**src/rtl/spy_if.sv**
```systemverilog
// Strobe-level link between the xbus spy bridge (master) and the spy register bank (slave).
interface spy_if;
    logic [3:0]  spyreg;
    logic        spywr;
    logic        spyrd;
    logic [15:0] spy_wdata;
    logic [15:0] spy_rdata;

    modport master (output spyreg, spywr, spyrd, spy_wdata, input spy_rdata);
    modport slave  (input spyreg, spywr, spyrd, spy_wdata, output spy_rdata);
endinterface

```
**src/rtl/spy_regs.sv**
```systemverilog
// Spy register bank: debug IR, control, step sequencer and CPU reset pulse.
// Optional PC history FIFO (read via register 8) enabled by defining SPY_PCHIST_EN.
module spy_regs #(
    parameter int unsigned RESET_WIDTH = 4
) (
    input  logic        clk,
    input  logic        reset,
    spy_if.slave        bus,
    input  logic [13:0] cpu_pc,
    input  logic        cpu_halted,
    output logic [47:0] ir_out,
    output logic        ir_load,
    output logic        cpu_run,
    output logic        cpu_step,
    output logic        cpu_reset
);
    typedef enum logic [1:0] {S_IDLE, S_PULSE, S_WAIT_LOW, S_WAIT_HALT} state_t;

    state_t      state_q, state_d;
    logic [47:0] ir_q, ir_d;
    logic        ir_load_q, ir_load_d;
    logic        run_q, run_d;
    logic        step_q, step_d;
    logic        rst_q, rst_d;
    logic [7:0]  rst_cnt_q, rst_cnt_d;
    logic        dbg_en_q, dbg_en_d;
    logic [15:0] count_q, count_d;
    logic [15:0] scratch_q, scratch_d;
    logic [15:0] rdata_q, rdata_d;
    logic [3:0]  to_cnt_q, to_cnt_d;
    logic        step_busy, step_done;
    logic [15:0] hist_rdata;

    assign step_busy = (state_q != S_IDLE);

    always_comb begin
        state_d   = state_q;
        ir_d      = ir_q;
        ir_load_d = 1'b0;
        run_d     = run_q;
        rst_d     = rst_q;
        rst_cnt_d = rst_cnt_q;
        dbg_en_d  = dbg_en_q;
        count_d   = count_q;
        scratch_d = scratch_q;
        rdata_d   = rdata_q;
        to_cnt_d  = to_cnt_q;
        step_done = 1'b0;

        if (rst_cnt_q != 8'd0) rst_cnt_d = rst_cnt_q - 8'd1;
        else                   rst_d     = 1'b0;

        case (state_q)
            S_PULSE: begin
                state_d  = S_WAIT_LOW;
                to_cnt_d = 4'd14;
            end
            S_WAIT_LOW: begin
                // a CPU that never leaves halt still counts as having stepped
                if (!cpu_halted)             state_d   = S_WAIT_HALT;
                else if (to_cnt_q == 4'd0)   step_done = 1'b1;
                else                         to_cnt_d  = to_cnt_q - 4'd1;
            end
            S_WAIT_HALT: if (cpu_halted) step_done = 1'b1;
            default: ;
        endcase

        if (step_done) begin
            count_d = count_q - 16'd1;
            state_d = (count_q != 16'd1) ? S_PULSE : S_IDLE;
        end

        if (bus.spywr) begin
            case (bus.spyreg)
                4'd0: ir_d[15:0]  = bus.spy_wdata;
                4'd1: ir_d[31:16] = bus.spy_wdata;
                4'd2: begin
                    ir_d[47:32] = bus.spy_wdata;
                    ir_load_d   = 1'b1;
                end
                4'd3: begin
                    run_d    = bus.spy_wdata[0];
                    dbg_en_d = bus.spy_wdata[3];
                    if (bus.spy_wdata[2]) begin
                        rst_d     = 1'b1;
                        rst_cnt_d = 8'(RESET_WIDTH - 1);
                        run_d     = 1'b0;
                        state_d   = S_IDLE;
                    end else if (bus.spy_wdata[0] && step_busy) begin
                        state_d = S_IDLE;
                    end else if (bus.spy_wdata[1] && !step_busy && count_q != 16'd0
                                 && !run_q && !bus.spy_wdata[0]) begin
                        state_d = S_PULSE;
                    end
                end
                4'd4: if (!step_busy) count_d = bus.spy_wdata;
                4'd6: scratch_d = bus.spy_wdata;
                default: ;
            endcase
        end

        // reads see register contents from before any same-cycle write
        if (bus.spyrd) begin
            case (bus.spyreg)
                4'd0:    rdata_d = ir_q[15:0];
                4'd1:    rdata_d = ir_q[31:16];
                4'd2:    rdata_d = ir_q[47:32];
                4'd3:    rdata_d = {12'b0, dbg_en_q, 2'b00, run_q};
                4'd4:    rdata_d = count_q;
                4'd5:    rdata_d = {13'b0, cpu_halted, step_busy, run_q};
                4'd6:    rdata_d = scratch_q;
                4'd7:    rdata_d = {2'b00, cpu_pc};
                4'd8:    rdata_d = hist_rdata;
                default: rdata_d = 16'h0000;
            endcase
        end

        step_d = (state_d == S_PULSE);
    end

    always_ff @(posedge clk) begin
        if (reset) begin
            state_q   <= S_IDLE;
            ir_q      <= '0;
            ir_load_q <= 1'b0;
            run_q     <= 1'b0;
            step_q    <= 1'b0;
            rst_q     <= 1'b0;
            rst_cnt_q <= '0;
            dbg_en_q  <= 1'b0;
            count_q   <= '0;
            scratch_q <= '0;
            rdata_q   <= '0;
            to_cnt_q  <= '0;
        end else begin
            state_q   <= state_d;
            ir_q      <= ir_d;
            ir_load_q <= ir_load_d;
            run_q     <= run_d;
            step_q    <= step_d;
            rst_q     <= rst_d;
            rst_cnt_q <= rst_cnt_d;
            dbg_en_q  <= dbg_en_d;
            count_q   <= count_d;
            scratch_q <= scratch_d;
            rdata_q   <= rdata_d;
            to_cnt_q  <= to_cnt_d;
        end
    end

`ifdef SPY_PCHIST_EN
    logic [13:0] hist_mem_q [4];
    logic [13:0] hist_mem_d [4];
    logic [1:0]  wr_ptr_q, wr_ptr_d, rd_ptr_q, rd_ptr_d;
    logic [2:0]  hist_cnt_q, hist_cnt_d;

    assign hist_rdata = (hist_cnt_q != 3'd0) ? {2'b10, hist_mem_q[rd_ptr_q]} : 16'h0000;

    always_comb begin
        hist_mem_d = hist_mem_q;
        wr_ptr_d   = wr_ptr_q;
        rd_ptr_d   = rd_ptr_q;
        hist_cnt_d = hist_cnt_q;
        if (bus.spyrd && bus.spyreg == 4'd8 && hist_cnt_q != 3'd0) begin
            rd_ptr_d   = rd_ptr_q + 2'd1;
            hist_cnt_d = hist_cnt_q - 3'd1;
        end
        // full FIFO drops its oldest entry to make room
        if (step_q) begin
            hist_mem_d[wr_ptr_q] = cpu_pc;
            wr_ptr_d = wr_ptr_q + 2'd1;
            if (hist_cnt_d == 3'd4) rd_ptr_d   = rd_ptr_d + 2'd1;
            else                    hist_cnt_d = hist_cnt_d + 3'd1;
        end
    end

    always_ff @(posedge clk) begin
        if (reset) begin
            hist_mem_q <= '{default: '0};
            wr_ptr_q   <= '0;
            rd_ptr_q   <= '0;
            hist_cnt_q <= '0;
        end else begin
            hist_mem_q <= hist_mem_d;
            wr_ptr_q   <= wr_ptr_d;
            rd_ptr_q   <= rd_ptr_d;
            hist_cnt_q <= hist_cnt_d;
        end
    end
`else
    assign hist_rdata = 16'h0000;
`endif

    assign bus.spy_rdata = rdata_q;
    assign ir_out        = ir_q;
    assign ir_load       = ir_load_q;
    assign cpu_run       = run_q;
    assign cpu_step      = step_q;
    assign cpu_reset     = rst_q;
endmodule

```
**src/flat_wrapper.sv**
```systemverilog
// flat-port wrapper written by rule: the top's interface ports become plain ports
module spy_regs_flat 
#(
    parameter int unsigned RESET_WIDTH = 4
)
  (clk, reset, cpu_pc, cpu_halted, ir_out, ir_load, cpu_run, cpu_step, cpu_reset, bus_spyreg, bus_spywr, bus_spyrd, bus_spy_wdata, bus_spy_rdata);
  spy_if bus_i ();
  input  logic clk;
  input  logic reset;
  input  logic [13:0] cpu_pc;
  input  logic cpu_halted;
  output logic [47:0] ir_out;
  output logic ir_load;
  output logic cpu_run;
  output logic cpu_step;
  output logic cpu_reset;
  input wire logic [$bits(bus_i.spyreg)-1:0] bus_spyreg;
  input wire logic [$bits(bus_i.spywr)-1:0] bus_spywr;
  input wire logic [$bits(bus_i.spyrd)-1:0] bus_spyrd;
  input wire logic [$bits(bus_i.spy_wdata)-1:0] bus_spy_wdata;
  output wire logic [$bits(bus_i.spy_rdata)-1:0] bus_spy_rdata;
  assign bus_i.spyreg = bus_spyreg;
  assign bus_i.spywr = bus_spywr;
  assign bus_i.spyrd = bus_spyrd;
  assign bus_i.spy_wdata = bus_spy_wdata;
  assign bus_spy_rdata = bus_i.spy_rdata;
  spy_regs #(.RESET_WIDTH(RESET_WIDTH)) u_core (.clk(clk), .reset(reset), .bus(bus_i), .cpu_pc(cpu_pc), .cpu_halted(cpu_halted), .ir_out(ir_out), .ir_load(ir_load), .cpu_run(cpu_run), .cpu_step(cpu_step), .cpu_reset(cpu_reset));
endmodule
```
**config.mk**
```make
export PLATFORM = sky130hd
export DESIGN_NAME = spy_regs_flat
export DESIGN_NICKNAME = d
export VERILOG_FILES = /design/src/rtl/spy_if.sv /design/src/rtl/spy_regs.sv /design/src/flat_wrapper.sv
export SDC_FILE = /design/constraint.sdc
export NUM_CORES = 1
export LEC_CHECK = 0
export BUFFER_PORTS_ARGS = -buffer_cell sky130_fd_sc_hd__clkbuf_2
export CELL_PAD_IN_SITES_DETAIL_PLACEMENT = 0
export CELL_PAD_IN_SITES_GLOBAL_PLACEMENT = 1
export CORE_MARGIN = 4
export CORE_UTILIZATION = 30
export DETAILED_ROUTE_END_ITERATION = 7
export PLACE_DENSITY = 0.69
export SLEW_MARGIN = 20
export SYNTH_ARGS = -nofsm -noshare
export SYNTH_HDL_FRONTEND = slang
export SYNTH_SLANG_ARGS = --single-unit
export TNS_END_PERCENT = 1
```
**constraint.sdc**
```tcl
create_clock -name clk -period 2 [get_ports clk]
set_input_delay 0.4 -clock clk [delete_from_list [all_inputs] [get_ports clk]]
set_output_delay 0.4 -clock clk [all_outputs]
set_load 0.01 [all_outputs]
```
==> results.cfg <==
[setup_path]
slowest_stage = dfxtp_1
critPathLaunch = u_core.state_q[1]
worst-path-max-fanout = 6
cp.arrival_ns = 2.23
cp-end-kind = flop
start_kind = flop
path_cells = ha_2 > and4bb_4 > o211ai_2 > or3_1 > xor2_1 > a211oi_2
reg2regPathDepth = 6
max_stage_delay_ns = 0.41
crit_required_ns = 2.35
rr_startpoint = u_core.state_q[1]
worstSetupPathType = reg2reg

[sta]
hold_viol = 0
maxSlewViolCount = 0
finClkSkew_ns = 0.00664
worst_pin_slew_ns = 0.408
slew_headroom = 0.728
fin_crit_ns = 1.88
finalSetupTns_ns = 0
fmax_mhz = 532
setup_viol = 0
min_period_over_period = 0.941
rsz0062_at_grt = no

[drt]
viasPerCell = 5.12
post-route-drc-count = 0
ant_nets = 0
drtIter0Drc = 396
totalWireLength_mm = 17.0
dr_total_vias = 5082
wl_per_cell_um = 17.1
first_pass_iters = 5

[place]
portBuffers = 106
gp_congestion = 0.806
dp_hpwl_mm = 12.4

[floorplanning]
core_um2 = 17400
fp.dieW_um = 141
rows = 48
die_area_um2 = 20000
dieHeight_um = 141
start_util = 0.307
ios = 107

[pwr]
switchingPower_w = 0.00231
seqPwrFrac = 0.376
clockPowerShare = 0.403
intPower_w = 0.00488
power_leakage_nw = 2.70
power_density_nw_per_um2 = 1040
switching_share = 0.321
ir_drop_v = 0.000672
p_comb_frac = 0.222

[logic_synthesis]
yosysWarnings = 0
synth.area.top_cells = dfxtp_1, nand2_1, a21oi_1
ys_types = 59
synth_area_leader_cell = dfxtp_1
ys.flop_type = dfxtp_1
synthesis.area_um2 = 5330
synth_most_common_cell = nand2_1
syn-num-nets = 681
async_flop_share = 0
ys_seq_area_frac = 0.432
syn_inst = 632
ys_ff_latch = 115
syn_area_per_cell_um2 = 8.43
yosysTopAreaCellShare = 0.432
synthTopCellsByCount = nand2_1, dfxtp_1, a21oi_1
synth_edf_count = 0

[cells_and_area]
nets = 804
n_antenna_cell = 0
drive_gt1_frac = 0.268
syn2layout_area_growth_pct = 29.1
fin_util = 0.397

[global_route]
grt-ovfl-total = 0
grt_max_degree = 77
grt_pass1_wl_mm = 27.4
antenna_found_initial = 0
grt_pass1_vias = 5124
grt_util_all_layers = 0.172

[worst_hold_path]
min_delay_path_depth = 3
hp-class = in2reg
min_from = bus_spy_wdata[13]

[clock_tree]
ctsLongestPathBuffers = 2
clk_pin_slew_ns = 0.06
cts_tree = built
htreeDepth = 4
cts_buffers = 17
clk_latency_ns = 0.42
clock-root-buffer = clkbuf_16
cts.sinks = 115
post_cts_buffers = 0
cts_resized = 0
holdBufCountCts = 0

[status]
status = finished clean

[run]
maxCapViolations = 0
state kept, by name, summed over array words and instances (netlist names):
register	flops
u_core.to_cnt_q	4
u_core.cpu_step	1
u_core.ir_load	1
u_core.dbg_en_q	1
u_core.scratch_q	16
u_core.state_q	2
u_core.count_q	16
u_core.bus.spy_rdata	16
u_core.cpu_run	1
u_core.ir_out	48
u_core.rst_cnt_q	8
u_core.cpu_reset	1
power by group through the flow:
stage / sequential (W) / clock (W) / combinational, W
final: 0.00270 / 0.00290 / 0.00159
after global routing: 0.00273 / 0.00306 / 0.00178
after CTS: 0.00270 / 0.00295 / 0.00159
after detailed placement: 0.00274 / 0 / 0.00157
after global placement: 0.00274 / 0 / 0.00154
after floorplan: 0.00271 / 0 / 0.00115
layer usage:
metal / wire length [um] / part of all wire / up-vias / track usage
met1: 7720 / 0.45 / 2415 / 0.225
li1: - / - / 2503 / -
met4: 295 / 0.017 / 0 / 0.0586
met3: 1020 / 0.060 / 23 / 0.0448
met5: 0 / 0 / - / 0
met2: 7980 / 0.47 / 141 / 0.278
critical path, delay by kind of cell (launching register included):
family                   cells  cell delay, ns
AO/OA/AOI/OAI                2            0.31
adder cells (fa/ha/maj)      1            0.27
XOR/XNOR                     1            0.16
AND/OR/NAND/NOR              2            0.65
flip-flops                   1            0.41
worst paths after layout:
path	end	slack (ns)
min reg2reg	u_core.scratch_q[4]	0.45
min	u_core.scratch_q[13]	0.25
max reg2reg	u_core.count_q[10]	0.12
max	u_core.count_q[10]	0.12
logic make-up after synthesis:
family | after synthesis | share of synthesized area
compound gates | 173 | 0.220
simple gates | 251 | 0.232
mux | 6 | 0.0148
fa+ha+maj | 10 | 0.0235
flops | 115 | 0.432
xor+xnor | 19 | 0.0312
buf+inv | 58 | 0.0469
placed cells by master, fill, tap and decap left out, drive strengths merged, types with 3 or more instances in the layout:
master  synthesis  layout
inv            14      25
o211ai          4       4
ha             10      10
clkbuf         26     122
nor3b           4       4
a22o           19      19
nand4           3       3
or3             6       6
nor3            7       7
dfxtp         115     115
nor4            7       7
buf            18      43
a211oi         11      11
nand3          14      14
a222oi          4       4
nand2         144     144
mux2i           3       3
or4             3       3
o21ai           6       6
nor2b           3       3
a311oi          4       4
nor2           35      35
xor2            8       8
a21oi          78      78
a22oi          34      34
and2            6       6
xnor2          11      11
nand3b          3       3
nor4b           6       6
nand2b          3       3
stage by stage:
step | setup WS, ns | hold slack [ns] | area [um^2] | instances | total power, W
after floorplan | 0.131 | 0.432 | 5330 | 632 | 0.00386
after global placement | 0.0387 | 0.442 | 6300 | 961 | 0.00428
after detailed placement | 0.0523 | 0.447 | 6300 | 961 | 0.00432
after CTS | 0.0358 | 0.238 | 6860 | 993 | 0.00724
after global routing | 0.0306 | 0.272 | 6880 | 993 | 0.00756
final | 0.119 | 0.253 | 6880 | 993 | 0.00719
final cells by class:
class | count | area, um^2
clock buffer | 17 | 425
clock inverter | 15 | 135
fill | 1783 | 10500
inverter | 14 | 52.6
multi-input combinational | 459 | 2800
sequential | 115 | 2300
tap | 225 | 282
timing repair buffer | 148 | 883
No activity file was read; power rests on OpenSTA's default activity.
